[config.mk]
export PLATFORM = sky130hd
export DESIGN_NAME = mem_port_arbiter_flat
export DESIGN_NICKNAME = d
export VERILOG_FILES = /design/src/rtl/mem_port_arbiter_if.sv /design/src/rtl/mem_port_arbiter.sv /design/src/flat_wrapper.sv
export SDC_FILE = /design/constraint.sdc
export NUM_CORES = 1
export LEC_CHECK = 0
export ABC_AREA = 0
export BUFFER_PORTS_ARGS = -buffer_cell sky130_fd_sc_hd__buf_2
export CORE_MARGIN = 2
export CORE_UTILIZATION = 49
export DETAILED_ROUTE_END_ITERATION = 16
export GPL_ROUTABILITY_DRIVEN = 0
export PLACE_DENSITY = 0.83
export SLEW_MARGIN = 25
export SYNTH_ARGS = -nofsm -noshare
export SYNTH_HDL_FRONTEND = slang
export SYNTH_SLANG_ARGS = --single-unit
[constraint.sdc]
create_clock -name clk -period 2.85 [get_ports clk]
set_clock_uncertainty 0.15 [all_clocks]
set_input_delay 0.7125 -clock clk [delete_from_list [all_inputs] [get_ports clk]]
set_output_delay 0.7125 -clock clk [all_outputs]
set_load 0.02 [all_outputs]
[src/rtl/mem_port_arbiter_if.sv]
// mem_port_arbiter_if: bundles the fetch, LSU and memory-side signals of the
// shared memory port arbiter.
//   slave  - arbiter view: takes fetch/LSU requests and memory responses,
//            drives accepts, responses and the memory request.
//   master - environment view: requesters and the memory, mirror image.
interface mem_port_arbiter_if;
  // fetch side
  logic        if_valid_i;
  logic [31:0] if_addr_i;
  logic        if_flush_i;
  logic        if_ready_o;
  logic        if_rvalid_o;
  logic [31:0] if_rdata_o;
  // LSU side
  logic        lsu_valid_i;
  logic        lsu_we_i;
  logic [31:0] lsu_addr_i;
  logic [31:0] lsu_wdata_i;
  logic [3:0]  lsu_be_i;
  logic        lsu_ready_o;
  logic        lsu_rvalid_o;
  logic [31:0] lsu_rdata_o;
  // memory side
  logic        mem_req_o;
  logic        mem_we_o;
  logic [31:0] mem_addr_o;
  logic [31:0] mem_wdata_o;
  logic [3:0]  mem_be_o;
  logic        mem_gnt_i;
  logic        mem_rvalid_i;
  logic [31:0] mem_rdata_i;

  modport slave (
    input  if_valid_i, if_addr_i, if_flush_i,
    output if_ready_o, if_rvalid_o, if_rdata_o,
    input  lsu_valid_i, lsu_we_i, lsu_addr_i, lsu_wdata_i, lsu_be_i,
    output lsu_ready_o, lsu_rvalid_o, lsu_rdata_o,
    output mem_req_o, mem_we_o, mem_addr_o, mem_wdata_o, mem_be_o,
    input  mem_gnt_i, mem_rvalid_i, mem_rdata_i
  );

  modport master (
    output if_valid_i, if_addr_i, if_flush_i,
    input  if_ready_o, if_rvalid_o, if_rdata_o,
    output lsu_valid_i, lsu_we_i, lsu_addr_i, lsu_wdata_i, lsu_be_i,
    input  lsu_ready_o, lsu_rvalid_o, lsu_rdata_o,
    input  mem_req_o, mem_we_o, mem_addr_o, mem_wdata_o, mem_be_o,
    output mem_gnt_i, mem_rvalid_i, mem_rdata_i
  );
endinterface

[src/rtl/mem_port_arbiter.sv]
// mem_port_arbiter: shares one memory port between instruction fetch and the
// LSU with at most one outstanding transaction. LSU has priority; fetch is
// forced through after STARVE_MAX consecutive LSU wins while it waits.
// Ports:
//   clk    - clock, rising edge
//   rst_n  - asynchronous active-low reset
//   bus    - mem_port_arbiter_if.slave: fetch request/response, LSU
//            request/response, memory request/grant/response
module mem_port_arbiter #(
  parameter int unsigned STARVE_MAX = 4  // 1..15
) (
  input  logic                  clk,
  input  logic                  rst_n,
  mem_port_arbiter_if.slave     bus
);

  localparam logic [1:0] ST_IDLE = 2'd0;
  localparam logic [1:0] ST_REQ  = 2'd1;
  localparam logic [1:0] ST_RESP = 2'd2;

  localparam logic [3:0] STARVE_LIM = 4'(STARVE_MAX);

  logic [1:0] state;
  logic       owner_lsu;
  logic [3:0] starve_cnt;
  logic       drop;
  logic       fetch_win;
  logic       lsu_win;

  always_comb begin
    fetch_win = 1'b0;
    lsu_win   = 1'b0;
    if (state == ST_IDLE) begin
      fetch_win = bus.if_valid_i && (!bus.lsu_valid_i || starve_cnt == STARVE_LIM);
      lsu_win   = bus.lsu_valid_i && !fetch_win;
    end
  end

  assign bus.if_ready_o  = fetch_win;
  assign bus.lsu_ready_o = lsu_win;

  always_ff @(posedge clk or negedge rst_n) begin
    if (!rst_n) begin
      state            <= ST_IDLE;
      owner_lsu        <= 1'b0;
      starve_cnt       <= '0;
      drop             <= 1'b0;
      bus.mem_req_o    <= 1'b0;
      bus.mem_we_o     <= 1'b0;
      bus.mem_addr_o   <= '0;
      bus.mem_wdata_o  <= '0;
      bus.mem_be_o     <= '0;
      bus.if_rvalid_o  <= 1'b0;
      bus.if_rdata_o   <= '0;
      bus.lsu_rvalid_o <= 1'b0;
      bus.lsu_rdata_o  <= '0;
    end else begin
      bus.if_rvalid_o  <= 1'b0;
      bus.lsu_rvalid_o <= 1'b0;
      case (state)
        ST_IDLE: begin
          if (fetch_win) begin
            owner_lsu       <= 1'b0;
            bus.mem_req_o   <= 1'b1;
            bus.mem_we_o    <= 1'b0;
            bus.mem_addr_o  <= bus.if_addr_i;
            bus.mem_wdata_o <= '0;
            bus.mem_be_o    <= '1;
            starve_cnt      <= '0;
            state           <= ST_REQ;
          end else if (lsu_win) begin
            owner_lsu       <= 1'b1;
            bus.mem_req_o   <= 1'b1;
            bus.mem_we_o    <= bus.lsu_we_i;
            bus.mem_addr_o  <= bus.lsu_addr_i;
            bus.mem_wdata_o <= bus.lsu_wdata_i;
            bus.mem_be_o    <= bus.lsu_be_i;
            if (bus.if_valid_i && starve_cnt != STARVE_LIM)
              starve_cnt <= starve_cnt + 4'd1;
            state           <= ST_REQ;
          end
        end
        ST_REQ: begin
          if (!owner_lsu && bus.if_flush_i)
            drop <= 1'b1;
          if (bus.mem_gnt_i) begin
            bus.mem_req_o <= 1'b0;
            state         <= ST_RESP;
          end
        end
        ST_RESP: begin
          if (!owner_lsu && bus.if_flush_i)
            drop <= 1'b1;
          if (bus.mem_rvalid_i) begin
            // later assignment overrides the set above: flag clears on exit
            drop  <= 1'b0;
            state <= ST_IDLE;
            if (owner_lsu) begin
              bus.lsu_rvalid_o <= 1'b1;
              bus.lsu_rdata_o  <= bus.mem_we_o ? '0 : bus.mem_rdata_i;
            end else if (!(drop || bus.if_flush_i)) begin
              bus.if_rvalid_o <= 1'b1;
              bus.if_rdata_o  <= bus.mem_rdata_i;
            end
          end
        end
        default: state <= ST_IDLE;
      endcase
    end
  end

endmodule

[src/flat_wrapper.sv]
// flat-port wrapper written by rule: the top's interface ports become plain ports
module mem_port_arbiter_flat 
#(
  parameter int unsigned STARVE_MAX = 4          
)
  (clk, rst_n, bus_if_valid_i, bus_if_addr_i, bus_if_flush_i, bus_if_ready_o, bus_if_rvalid_o, bus_if_rdata_o, bus_lsu_valid_i, bus_lsu_we_i, bus_lsu_addr_i, bus_lsu_wdata_i, bus_lsu_be_i, bus_lsu_ready_o, bus_lsu_rvalid_o, bus_lsu_rdata_o, bus_mem_req_o, bus_mem_we_o, bus_mem_addr_o, bus_mem_wdata_o, bus_mem_be_o, bus_mem_gnt_i, bus_mem_rvalid_i, bus_mem_rdata_i);
  mem_port_arbiter_if bus_i ();
  input  logic clk;
  input  logic rst_n;
  input wire logic [$bits(bus_i.if_valid_i)-1:0] bus_if_valid_i;
  input wire logic [$bits(bus_i.if_addr_i)-1:0] bus_if_addr_i;
  input wire logic [$bits(bus_i.if_flush_i)-1:0] bus_if_flush_i;
  output wire logic [$bits(bus_i.if_ready_o)-1:0] bus_if_ready_o;
  output wire logic [$bits(bus_i.if_rvalid_o)-1:0] bus_if_rvalid_o;
  output wire logic [$bits(bus_i.if_rdata_o)-1:0] bus_if_rdata_o;
  input wire logic [$bits(bus_i.lsu_valid_i)-1:0] bus_lsu_valid_i;
  input wire logic [$bits(bus_i.lsu_we_i)-1:0] bus_lsu_we_i;
  input wire logic [$bits(bus_i.lsu_addr_i)-1:0] bus_lsu_addr_i;
  input wire logic [$bits(bus_i.lsu_wdata_i)-1:0] bus_lsu_wdata_i;
  input wire logic [$bits(bus_i.lsu_be_i)-1:0] bus_lsu_be_i;
  output wire logic [$bits(bus_i.lsu_ready_o)-1:0] bus_lsu_ready_o;
  output wire logic [$bits(bus_i.lsu_rvalid_o)-1:0] bus_lsu_rvalid_o;
  output wire logic [$bits(bus_i.lsu_rdata_o)-1:0] bus_lsu_rdata_o;
  output wire logic [$bits(bus_i.mem_req_o)-1:0] bus_mem_req_o;
  output wire logic [$bits(bus_i.mem_we_o)-1:0] bus_mem_we_o;
  output wire logic [$bits(bus_i.mem_addr_o)-1:0] bus_mem_addr_o;
  output wire logic [$bits(bus_i.mem_wdata_o)-1:0] bus_mem_wdata_o;
  output wire logic [$bits(bus_i.mem_be_o)-1:0] bus_mem_be_o;
  input wire logic [$bits(bus_i.mem_gnt_i)-1:0] bus_mem_gnt_i;
  input wire logic [$bits(bus_i.mem_rvalid_i)-1:0] bus_mem_rvalid_i;
  input wire logic [$bits(bus_i.mem_rdata_i)-1:0] bus_mem_rdata_i;
  assign bus_i.if_valid_i = bus_if_valid_i;
  assign bus_i.if_addr_i = bus_if_addr_i;
  assign bus_i.if_flush_i = bus_if_flush_i;
  assign bus_if_ready_o = bus_i.if_ready_o;
  assign bus_if_rvalid_o = bus_i.if_rvalid_o;
  assign bus_if_rdata_o = bus_i.if_rdata_o;
  assign bus_i.lsu_valid_i = bus_lsu_valid_i;
  assign bus_i.lsu_we_i = bus_lsu_we_i;
  assign bus_i.lsu_addr_i = bus_lsu_addr_i;
  assign bus_i.lsu_wdata_i = bus_lsu_wdata_i;
  assign bus_i.lsu_be_i = bus_lsu_be_i;
  assign bus_lsu_ready_o = bus_i.lsu_ready_o;
  assign bus_lsu_rvalid_o = bus_i.lsu_rvalid_o;
  assign bus_lsu_rdata_o = bus_i.lsu_rdata_o;
  assign bus_mem_req_o = bus_i.mem_req_o;
  assign bus_mem_we_o = bus_i.mem_we_o;
  assign bus_mem_addr_o = bus_i.mem_addr_o;
  assign bus_mem_wdata_o = bus_i.mem_wdata_o;
  assign bus_mem_be_o = bus_i.mem_be_o;
  assign bus_i.mem_gnt_i = bus_mem_gnt_i;
  assign bus_i.mem_rvalid_i = bus_mem_rvalid_i;
  assign bus_i.mem_rdata_i = bus_mem_rdata_i;
  mem_port_arbiter #(.STARVE_MAX(STARVE_MAX)) u_core (.clk(clk), .rst_n(rst_n), .bus(bus_i));
endmodule
Yosys cells after proc, flatten, opt, wreduce, memory -nomap -nowiden
Index checks and enable logic that the tools add are counted.
{"block": "word_totals", "output_inout_bits": 138, "ramBits": 0, "wordCells": 77, "memories": 0, "rom_bits": 0, "in_bits": 140, "register_bits": 144, "latchBits": 0}
{"block": "classes", "addsub": 1, "n_lt_le_gt_ge": 0, "n_eq_ne": 7, "div": 0, "reduce_logical": 20, "muxes": 34, "n_bitwise": 2, "mul": 0, "shift": 0}
{"cell": "$mux W32", "n": 5}
{"cell": "$mux W4", "n": 5}
{"cell": "$mux W1", "n": 17}
{"cell": "$reduce_and A3 Y1", "n": 4}
{"cell": "$mux W2", "n": 4}
{"cell": "$reduce_bool A2 Y1", "n": 4}
{"cell": "$pmux W2 S3", "n": 1}
{"cell": "$add A4 B1 Y4 const B", "n": 1}
{"cell": "$eq A4 B3 Y1 const B", "n": 1}
{"cell": "$logic_and A1 B1 Y1", "n": 4}
{"cell": "$ne A2 B2 Y1 const B", "n": 2}
{"cell": "$ne A4 B3 Y1 const B", "n": 1}
{"cell": "$pmux W1 S2", "n": 2}
{"cell": "$reduce_and A4 Y1", "n": 1}
{"cell": "$logic_not A1 Y1", "n": 3}
{"cell": "$ne A3 B3 Y1 const B", "n": 1}
{"cell": "$eq A2 B1 Y1 const B", "n": 1}
{"cell": "$eq A2 B2 Y1 const B", "n": 1}
{"cell": "$logic_not A2 Y1", "n": 1}
{"cell": "$logic_or A1 B1 Y1", "n": 2}
{"cell": "$not A1 Y1", "n": 2}
{"cell": "$reduce_and A2 Y1", "n": 1}

Logic depth before layout (Yosys ltp)
Gate-level depths: netlist of run 1.
{"block": "depth", "depth_word": 9, "ltp_mapped": 7, "depth_no_buf": 6}

Worst setup path after synthesis of run 1
Ideal clock, no wire load.
{"block": "synth_path", "path_type": "register to output", "startpoint": "reg u_core.starve_cnt[0]", "endpoint": "out bus_lsu_ready_o", "arrival_ps": 1343, "path_stages_with_launch": 7, "path_buffers": 1, "required_ps": 1987, "setup_slack_ps": 644, "cell_sequence": "dfrtp_1 inv_1 ha_1 and3b_1 a21o_2 inv_2 buf_4"}
{"block": "synth_via", "elab_chain_cells": 6}
{"element": "start, declared", "line": "mem_port_arbiter.sv:25", "source": "logic [3:0] starve_cnt;"}
{"element": "start signal, assigned", "line": "mem_port_arbiter.sv:79", "source": "starve_cnt <= starve_cnt + 4'd1;"}
{"element": "$eq A4 B3 Y1", "line": "mem_port_arbiter.sv:34", "source": "fetch_win = bus.if_valid_i && (!bus.lsu_valid_i || starve_cnt == STARVE_LIM);"}
{"element": "$logic_or A1 B1 Y1", "line": "mem_port_arbiter.sv:34"}
{"element": "$logic_and A1 B1 Y1", "line": "mem_port_arbiter.sv:34"}
{"element": "$logic_not A1 Y1", "line": "mem_port_arbiter.sv:35", "source": "lsu_win = bus.lsu_valid_i && !fetch_win;"}
{"element": "$logic_and A1 B1 Y1", "line": "mem_port_arbiter.sv:35"}
{"element": "$mux W1", "line": "mem_port_arbiter.sv:33", "source": "if (state == ST_IDLE) begin"}
{"element": "end, declared", "line": "flat_wrapper.sv:21", "source": "output wire logic [$bits(bus_i.lsu_ready_o)-1:0] bus_lsu_ready_o;"}
No other way between the ends.

Final worst setup path of run 1
{"block": "layout_path", "startpoint": "reg u_core.state[0]", "endpoint": "out bus_lsu_ready_o"}
{"block": "layout_via", "elab_chain_cells": 2}
{"element": "start, declared", "line": "mem_port_arbiter.sv:23", "source": "logic [1:0] state;"}
{"element": "start signal, assigned", "line": "mem_port_arbiter.sv:44", "source": "state <= ST_IDLE;"}
{"element": "start signal, assigned", "line": "mem_port_arbiter.sv:70", "source": "state <= ST_REQ;"}
{"element": "start signal, assigned", "line": "mem_port_arbiter.sv:80", "source": "state <= ST_REQ;"}
{"element": "$logic_not A2 Y1", "line": "mem_port_arbiter.sv:33"}
{"element": "$mux W1", "line": "mem_port_arbiter.sv:33"}
No other way between the ends.

==> impl_metrics.env, run 1 <==
export IMPL_period_minus_slack_ns=2.70
export IMPL_start_util_pct=50.2
export IMPL_hold_viol_final=0
export IMPL_slew_viol_final=0
export IMPL_synth_yosys_seq_area_share_pct=59.8
export IMPL_grt_antenna_before_repair=2
export IMPL_cts_sinks=144
export IMPL_die_y_um=115
export IMPL_cts_tree="built"
export IMPL_hold_ws_ns=0.138
export IMPL_mostFrequentLayoutCell="buf_2"
export IMPL_max_freq_mhz=370
export IMPL_finalSetupTns_ns=0
export IMPL_place_area_mm2=0.00755
export IMPL_ir_drop_uv=818
export IMPL_hpwl_um=11800
export IMPL_drt_first_pass_iters=4
export IMPL_synthTopCellsByArea="dfrtp_1 (60%), mux2_2 (6.2%), o2111a_1 (6.0%)"
export IMPL_synth_fp_nets=611
export IMPL_relSlewSlack_pct=40.2
export IMPL_wl_per_cell_um=18.5
export IMPL_final_util_pct=67.8
export IMPL_synth_top_cell_area_share_pct=59.8
export IMPL_area_delta_synth_final_pct=35.2
export IMPL_grt_pass1_vias=4986
export IMPL_vias=5022
export IMPL_vias_per_cell=5.59
export IMPL_h_tree_depth=4
export IMPL_die_w_um=115
export IMPL_p_total_mw=9.97
export IMPL_finalInstanceArea_mm2=0.00814
export IMPL_setup_viol=0
export IMPL_power_density_mw_per_mm2=1220
export IMPL_ys_seq_elements=144
export IMPL_grt_max_degree=66
export IMPL_io_pins=278
export IMPL_hp_class="in -> async"
export IMPL_grt_pass1_wl_um=25800
export IMPL_detail_route_antenna_nets=0
export IMPL_synth_cell_type_count=35
export IMPL_drive_above_1_share_pct=48.6
export IMPL_tightest_slew_ns=0.898
export IMPL_drt_total_wl_um=16600
export IMPL_syn_mean_instance_area_um2=12.9
export IMPL_ctsHoldBuffers=0
export IMPL_rsz0062_at_grt="no"
export IMPL_grt_usage_pct=25.3
export IMPL_cts_resized=0
export IMPL_overflow=0
export IMPL_fin_nets=881
export IMPL_period_share_pct=94.8
export IMPL_cts_clk_slew_worst_paths_ns=0.06
export IMPL_numCtsBuffers=17
export IMPL_cp_start_kind="flop"
export IMPL_io_buffer_count=277
export IMPL_yosys_area_top_type="dfrtp_1"
export IMPL_layout_common_cells="buf_2 (276), dfrtp_1 (144), nand2_1 (39)"
export IMPL_first_iter_violations=502
export IMPL_yosysWarningCount=0
export IMPL_drcViolationCount=0
export IMPL_drv_cap=0
export IMPL_path_max_fanout=9
export IMPL_run_status="completed"
export IMPL_synth_area_mm2=0.00603
export IMPL_placementRows=40
export IMPL_cp_arrival_ns=1.84
export IMPL_coreArea_mm2=0.0120
export IMPL_end_kind="output port"
export IMPL_postCtsSetupRepairBufs=0
export IMPL_required_ns=1.99
export IMPL_critPathKind="reg -> out"
export IMPL_clockBufferDepth=2
export IMPL_p_leak_nw=4.28
export IMPL_clock_latency_ns=0.42
export IMPL_die_area_mm2=0.0132
export IMPL_synth_cells=466
export IMPL_cts_root_buffer="clkbuf_16"
==> per-layer routing <==
layer,routed length (µm),vias up,part of all wire [%],global-route usage [%]
met4,404,4,2.4,9.40
met1,6530,2436,39,30.7
met5,33,-,0.20,0
met2,8230,255,49,42.3
met3,1440,37,8.7,8.12
li1,-,2290,-,-
==> stage by stage <==
stage | worst slack [ns] | instances
5_1_grt | 0.00661 | 896
3_3_place_gp | 0.563 | 864
6_report | 0.148 | 898
2_1_floorplan | 0.644 | 466
4_1_cts | 0.125 | 896
3_5_place_dp | 0.558 | 864
==> flip-flops by register name, summed over array words and instances, names as in the netlist, 2 cells and up <==
name and count:
u_core.bus.if_rdata_o 32, u_core.bus.lsu_rdata_o 32, u_core.bus.mem_addr_o 32, u_core.bus.mem_be_o 4
u_core.bus.mem_wdata_o 32, u_core.starve_cnt 4, u_core.state 2
==> cells in the mapped netlist <==
library cell / count
dfrtp_1: 144
a21oi_1: 2
nand4_1: 1
a221oi_2: 1
and3b_1: 2
mux2_2: 33
nand3b_4: 1
nor3b_1: 1
mux2i_1: 1
a31oi_1: 3
o21ai_1: 9
mux2_1: 1
clkbuf_1: 14
o2111a_1: 32
inv_2: 2
buf_2: 14
buf_6: 3
o22a_1: 4
buf_1: 3
o22ai_1: 1
nand2b_1: 32
nand2_1: 39
a221o_1: 32
a21oi_2: 1
a22o_1: 33
nor4_4: 1
o21ai_0: 28
nand3_1: 3
o21a_1: 1
ha_1: 5
buf_4: 6
and2_1: 1
nor2_1: 1
inv_1: 10
a21o_2: 1
==> logic make-up (layout without fill, tap and decap cells) <==
kind of cell,after synthesis,after routing,share of synthesized area [%]
flip-flops,144,144,59.8
AO/OA/AOI/OAI,148,148,21.0
AND/OR/NAND/NOR,82,82,7.37
multiplexers,35,35,6.52
adder cells (fa/ha/maj),5,5,1.04
buffers and inverters,52,335,4.28
other,0,2,0
==> power breakdown <==
part / internal [mW] / switching (mW) / leakage, nW
registers: 3.00 / 0.621 / 1.83
logic: 1.66 / 2.50 / 2.17
clock network: 1.34 / 0.854 / 0.275
total: 5.99 / 3.98 / 4.28
==> path summary, 6_finish.rpt <==
kind                                              end                 startpoint  slack [ns]  depth (start not counted)
max reg2reg                  u_core.bus.if_rdata_o[8]            u_core.state[0]        0.83                          6
min reg2reg                 u_core.bus.lsu_rdata_o[3]  u_core.bus.lsu_rdata_o[3]        0.32                          2
max                                   bus_lsu_ready_o            u_core.state[0]        0.15                          6
max in group asynchronous  u_core.bus.lsu_rdata_o[25]                      rst_n        1.79                          2
min in group clk            u_core.bus.lsu_rdata_o[3]  u_core.bus.lsu_rdata_o[3]        0.32                          2
min                        u_core.bus.lsu_rdata_o[10]                      rst_n        0.14                          1
==> critical path, stage by stage, from the launching register on <==
cell and delay, ns:
dfrtp_1 0.39, inv_1 0.09, ha_1 0.36, nand2_1 0.09, a21o_2 0.25, inv_2 0.08, buf_2 0.17
==> layout make-up <==
type,count,area (µm²)
diodes,2,5.00
clock buffers,20,457
clock inverters,12,134
fillers,867,3870
inverters,12,45.0
multi-input cells,270,2180
flip-flops and latches,144,3600
well taps,147,184
repair buffers,291,1540
(Power assumes the default switching activity.)
==> inputs of run 2 (changes only) <==
--- a/config.mk
+++ b/config.mk
@@ -5,13 +5,13 @@
 export SDC_FILE = /design/constraint.sdc
 export NUM_CORES = 1
 export LEC_CHECK = 0
-export ABC_AREA = 0
+export ABC_AREA = 1
 export BUFFER_PORTS_ARGS = -buffer_cell sky130_fd_sc_hd__buf_2
 export CORE_MARGIN = 2
 export CORE_UTILIZATION = 49
 export DETAILED_ROUTE_END_ITERATION = 16
 export GPL_ROUTABILITY_DRIVEN = 0
-export PLACE_DENSITY = 0.83
+export PLACE_DENSITY = 0.82
 export SLEW_MARGIN = 25
 export SYNTH_ARGS = -nofsm -noshare
 export SYNTH_HDL_FRONTEND = slang
==> run 2 against run 1 <==
  * Combinational power down 11%
  * Worst setup slack better by 0.079 ns
  * Via count up 23%
  * Die area up 5.8%
  * Fmax up 3.0%
  * Largest cell class unchanged
  * Largest power group unchanged
  * Highest routed layer unchanged
==> impl_metrics.env, run 2 <==
export IMPL_run_status="completed"
export IMPL_setup_viol=0
export IMPL_yosysWarningCount=0
export IMPL_setup_ws_ns=0.227
export IMPL_syn_mean_instance_area_um2=8.14
export IMPL_hp_class="in -> async"
export IMPL_final_util_pct=67.4
export IMPL_async_reset_ff_share_pct=100
export IMPL_synth_top_cell_area_share_pct=56.4
export IMPL_synthTopCellsByArea="dfrtp_1 (56%), nand2_1 (20%), nand3_1 (5.4%)"
export IMPL_p_total_mw=9.32
export IMPL_fin_nets=1195
export IMPL_met3_usage_pct=6.52
export IMPL_synth_area_mm2=0.00639
export IMPL_place_inst=1203
export IMPL_layout_common_cells="nand2_1 (347), buf_2 (276), dfrtp_1 (144)"
export IMPL_clockBufferDepth=2
export IMPL_p_leak_nw=5.23
export IMPL_yosys_area_top_type="dfrtp_1"
export IMPL_grt_busiest_layer="met2"
export IMPL_period_minus_slack_ns=2.62
export IMPL_drive_above_1_share_pct=31.2
export IMPL_drt_total_wl_um=18100
export IMPL_io_pins=278
export IMPL_synth_cell_type_count=28
export IMPL_end_kind="output port"
export IMPL_ys_seq_elements=144
export IMPL_clock_latency_ns=0.41
export IMPL_area_delta_synth_final_pct=33.6
export IMPL_vias_per_cell=5.00
export IMPL_finalInstanceArea_mm2=0.00854
export IMPL_die_y_um=118
export IMPL_drv_cap=0
export IMPL_max_freq_mhz=381
export IMPL_cp_arrival_ns=1.76
export IMPL_hold_viol_final=0
export IMPL_dp_worst_setup_slack_ns=0.549
export IMPL_yosysMostFrequentCell="nand2_1"
export IMPL_coreArea_mm2=0.0127
export IMPL_num_antenna_cells=0
export IMPL_grt_max_degree=70
export IMPL_placementRows=41
export IMPL_relSlewSlack_pct=51.7
export IMPL_synth_commonest_cells="nand2_1 (347), dfrtp_1 (144), inv_1 (85)"
export IMPL_h_tree_depth=4
export IMPL_ir_drop_uv=592
export IMPL_die_area_mm2=0.0140
export IMPL_hold_ws_ns=0.0178
export IMPL_die_w_um=118
export IMPL_tightest_slew_ns=0.724
export IMPL_finalSetupTns_ns=0
export IMPL_final_cells=1235
export IMPL_synth_fp_nets=930
export IMPL_overflow=0
export IMPL_ctsHoldBuffers=0
export IMPL_postCtsSetupRepairBufs=0
export IMPL_hpwl_um=12600
export IMPL_grt_util_met2_pct=44.6
export IMPL_ys_flop_type="dfrtp_1"
export IMPL_slew_viol_final=0
export IMPL_drt_first_pass_iters=5
export IMPL_detail_route_antenna_nets=0
export IMPL_place_area_mm2=0.00791
export IMPL_cts_resized=0
export IMPL_cts_clk_slew_worst_paths_ns=0.06
export IMPL_drcViolationCount=0
export IMPL_critPathKind="reg -> out"
export IMPL_required_ns=1.99
export IMPL_mostFrequentLayoutCell="nand2_1"
export IMPL_grt_pass1_vias=5901
export IMPL_numCtsBuffers=17
export IMPL_first_iter_violations=562
export IMPL_io_buffer_count=277
export IMPL_cp_start_kind="flop"
export IMPL_cts_tree="built"
export IMPL_synth_cells=785
export IMPL_power_density_mw_per_mm2=1090
export IMPL_synth_yosys_seq_area_share_pct=56.4
export IMPL_path_max_fanout=13
export IMPL_synth_edf_count=0
export IMPL_rsz0062_at_grt="no"
export IMPL_period_share_pct=92.0
export IMPL_grt_antenna_before_repair=1
export IMPL_cts_sinks=144
export IMPL_grt_usage_pct=26.5
export IMPL_grt_pass1_wl_um=29200
export IMPL_met1_usage_pct=32.7
export IMPL_wl_per_cell_um=14.6
export IMPL_cts_root_buffer="clkbuf_16"
export IMPL_start_util_pct=50.4
export IMPL_vias=6175
==> run 2: changes by cell type after synthesis, moves of 4 or more <==
cell and change:
nand3_1 +66, mux2_2 -33, nand2_1 +308, buf_2 +6, a22o_1 -33, o21ai_1 -8
a221o_1 -32, o2111a_1 -32, nand2b_1 -32, o22a_1 -4, nand4_1 +31, inv_1 +75
o21ai_0 +7
==> run 2: final cells by class <==
type                            instances  area, µm²
Tap cell                              172        215
Inverter                               86        323
Fill cell                            1043       4140
Timing Repair Buffer                  292       1530
Clock inverter                         13        185
Clock buffer                           19        443
Sequential cell                       144       3600
Multi-Input combinational cell        509       2240
==> run 2: worst max-delay path, stage by stage (launching register included) <==
cell	delay, ns
dfrtp_1	0.41
inv_1	0.09
ha_1	0.14
nand3_1	0.11
nand2_2	0.10
buf_4	0.18
nand3_2	0.08
inv_1	0.08
buf_2	0.16
==> run 2: path summary, 6_finish.rpt <==
path / startpoint / to / slack (ns) / depth (start not counted)
worst max-delay path: u_core.starve_cnt[1] / bus_if_ready_o / 0.23 / 8
worst min-delay path: rst_n / u_core.bus.lsu_rvalid_o / 0.02 / 1
worst max register to register: u_core.state[1] / u_core.starve_cnt[3] / 0.72 / 7
worst min register to register: u_core.bus.if_rdata_o[12] / u_core.bus.if_rdata_o[12] / 0.32 / 2
max in group asynchronous: rst_n / u_core.bus.mem_wdata_o[25] / 1.87 / 2
min in group clk: u_core.bus.if_rdata_o[12] / u_core.bus.if_rdata_o[12] / 0.32 / 2
==> run 2: layer usage <==
| layer | wire (µm) | part of all wire [%] |
|---|---|---|
| met1 | 7190 | 40 |
| met2 | 8980 | 50 |
| met4 | 511 | 2.8 |
| met5 | 13 | 0.072 |
| met3 | 1360 | 7.5 |
==> run 2: kinds of logic after synthesis <==
logic type / share of synthesized area [%]
xor gates and xnor gates: 0.137
adders and majority gates: 0.979
and+or+nand+nor: 30.1
buffers and inverters: 8.62
DFF: 56.4
AOI/OAI and AO/OA: 3.70
==> run 2: where the power goes <==
group          switching, mW  leakage [nW]  total (mW)  internal (mW)
Combinational           2.57          3.07        3.72           1.15
Sequential             0.424          1.86        3.25           2.83
Clock                  0.852         0.303        2.34           1.49
==> inputs of run 3 (changes only) <==
--- a/config.mk
+++ b/config.mk
@@ -7,7 +7,7 @@
 export LEC_CHECK = 0
 export ABC_AREA = 1
 export BUFFER_PORTS_ARGS = -buffer_cell sky130_fd_sc_hd__buf_2
-export CORE_MARGIN = 2
+export CORE_ASPECT_RATIO = 1.25
 export CORE_UTILIZATION = 49
 export DETAILED_ROUTE_END_ITERATION = 16
 export GPL_ROUTABILITY_DRIVEN = 0
==> run 3 against run 2 <==
  * Non-clock buffer count grew 2
  * Total power shrank 1.4%
  * Core utilization shrank 0.30 points
  * Critical path depth is the same
  * Die area shrank 3.3%
  * First-iteration DRC count shrank 41%
  * Clock-buffer cell count shrank 1
  * Largest cell class unchanged
  * Largest power group unchanged
==> impl_metrics.env, run 3 (synthesized netlist as in run 2, its figures left out) <==
export IMPL_path_max_fanout=19
export IMPL_drt_total_wl_um=18100
export IMPL_ctsHoldBuffers=0
export IMPL_ir_drop_uv=510
export IMPL_first_iter_violations=334
export IMPL_numCtsBuffers=17
export IMPL_rsz0062_at_grt="no"
export IMPL_clock_latency_ns=0.41
export IMPL_placementRows=46
export IMPL_drt_first_pass_iters=5
export IMPL_p_total_mw=9.19
export IMPL_area_delta_synth_final_pct=33.6
export IMPL_grt_antenna_before_repair=1
export IMPL_crit_buf_inv=4
export IMPL_crit_family="buffers and inverters"
export IMPL_drcViolationCount=0
export IMPL_detail_route_antenna_nets=0
export IMPL_cp_arrival_ns=1.83
export IMPL_coreArea_mm2=0.0127
export IMPL_vias=6133
export IMPL_fin_nets=1197
export IMPL_cts_resized=0
export IMPL_period_minus_slack_ns=2.69
export IMPL_slowest_delay_ns=0.41
export IMPL_n_fill_cell=1121
export IMPL_required_ns=1.99
export IMPL_drv_cap=0
export IMPL_path_cells="inv_1 > ha_1 > nand3_1 > nand2_2 > buf_6 > nand3_2 > inv_1 > buf_2"
export IMPL_num_antenna_cells=0
export IMPL_end_kind="output port"
export IMPL_clockBufferDepth=2
export IMPL_vias_per_cell=4.97
export IMPL_cp_common_cell="inv_1"
export IMPL_wl_per_cell_um=14.7
export IMPL_sw_frac_of_total_pct=42.6
export IMPL_hp_class="in -> async"
export IMPL_hold_viol_final=0
export IMPL_die_w_um=104
export IMPL_seq_power_share_pct=35.4
export IMPL_run_status="completed"
export IMPL_combPwrFrac_pct=41.3
export IMPL_grt_max_degree=64
export IMPL_relSlewSlack_pct=33.0
export IMPL_internal_power_mw=5.27
export IMPL_p_leak_nw=5.21
export IMPL_io_buffer_count=277
export IMPL_cts_sinks=144
export IMPL_cp_start_kind="flop"
export IMPL_cts_clk_slew_worst_paths_ns=0.06
export IMPL_grt_usage_pct=27.2
export IMPL_layout_common_cells="nand2_1 (347), buf_2 (276), dfrtp_1 (144)"
export IMPL_grt_pass1_wl_um=28800
export IMPL_finalSetupTns_ns=0
export IMPL_critPathKind="reg -> out"
export IMPL_power_density_mw_per_mm2=1080
export IMPL_start_util_pct=50.2
export IMPL_pwr_share_clk_pct=23.3
export IMPL_overflow=0
export IMPL_setup_viol=0
export IMPL_die_y_um=130
export IMPL_switchingPower_mw=3.92
export IMPL_period_share_pct=94.4
export IMPL_tightest_slew_ns=1.00
export IMPL_mostFrequentLayoutCell="nand2_1"
export IMPL_drive_above_1_share_pct=31.5
export IMPL_postCtsSetupRepairBufs=0
export IMPL_cp_slowest_cell="dfrtp_1"
export IMPL_die_area_mm2=0.0135
export IMPL_h_tree_depth=4
export IMPL_max_freq_mhz=372
export IMPL_grt_pass1_vias=5829
export IMPL_hpwl_um=12700
export IMPL_cts_tree="built"
export IMPL_io_pins=278
export IMPL_slew_viol_final=0
export IMPL_cts_root_buffer="clkbuf_16"
run 3: cell count changes in the layout (fill, tap and decap cells not counted), sizes merged:
cell      before  now
buf          292  294
inv           87   89
clkbuf        19   18
bufinv         4    1
clkinv         6    4
clkinvlp       2    6
run 3: layout make-up:
cell class / instances / area, µm² / area share [%]
inverters: 86 / 323 / 3.78
repair buffers: 294 / 1590 / 18.6
flip-flops and latches: 144 / 3600 / 42.2
clock buffers: 18 / 439 / 5.15
well taps: 168 / 210 / 2.46
clock inverters: 14 / 133 / 1.55
multi-input cells: 509 / 2240 / 26.2
run 3: final timing paths:
kind                                              from                         end  slack (ns)  depth (start not counted)
worst min-delay path                             rst_n  u_core.bus.lsu_rdata_o[31]        0.11                          1
min in group clk                u_core.bus.mem_be_o[3]      u_core.bus.mem_be_o[3]        0.32                          2
worst max register to register    u_core.starve_cnt[1]   u_core.bus.mem_addr_o[25]        0.86                         10
worst max-delay path              u_core.starve_cnt[1]              bus_if_ready_o        0.16                          8
worst min register to register  u_core.bus.mem_be_o[3]      u_core.bus.mem_be_o[3]        0.32                          2
max in group asynchronous                        rst_n      u_core.bus.mem_be_o[2]        1.78                          2
run 3: stage by stage:
| stage | area, µm² | std cells | hold WS (ns) | utilization [%] | worst slack [ns] |
|---|---|---|---|---|---|
| after floorplan | 6390 | 785 | 0.267 | - | 0.641 |
| after global placement | 7960 | 1201 | 0.307 | 62.5 | 0.454 |
| after detailed placement | 7960 | 1201 | 0.310 | 62.5 | 0.441 |
| after CTS | 8530 | 1233 | 0.126 | 67.0 | 0.0999 |
| after global routing | 8530 | 1233 | 0.154 | 67.1 | 0.0156 |
| final | 8530 | 1233 | 0.109 | 67.1 | 0.161 |
run 3: metal layers:
layer,global-route usage [%],wire length [µm],vias to the layer above,share of wire (%)
met5,0,10,-,0.055
met4,12.4,433,2,2.4
met3,6.09,1370,41,7.5
met2,46.4,9310,300,51
met1,33.1,7010,2817,39
li1,-,-,2973,-
run 3: power by group through the flow:
stage	sequential [mW]	clock, mW	combinational [mW]
floorplan	4.14	0	1.50
global placement	3.24	0	3.70
detailed placement	3.24	0	3.81
CTS	3.24	2.17	3.83
global route	3.34	2.25	4.15
finish	3.25	2.14	3.79
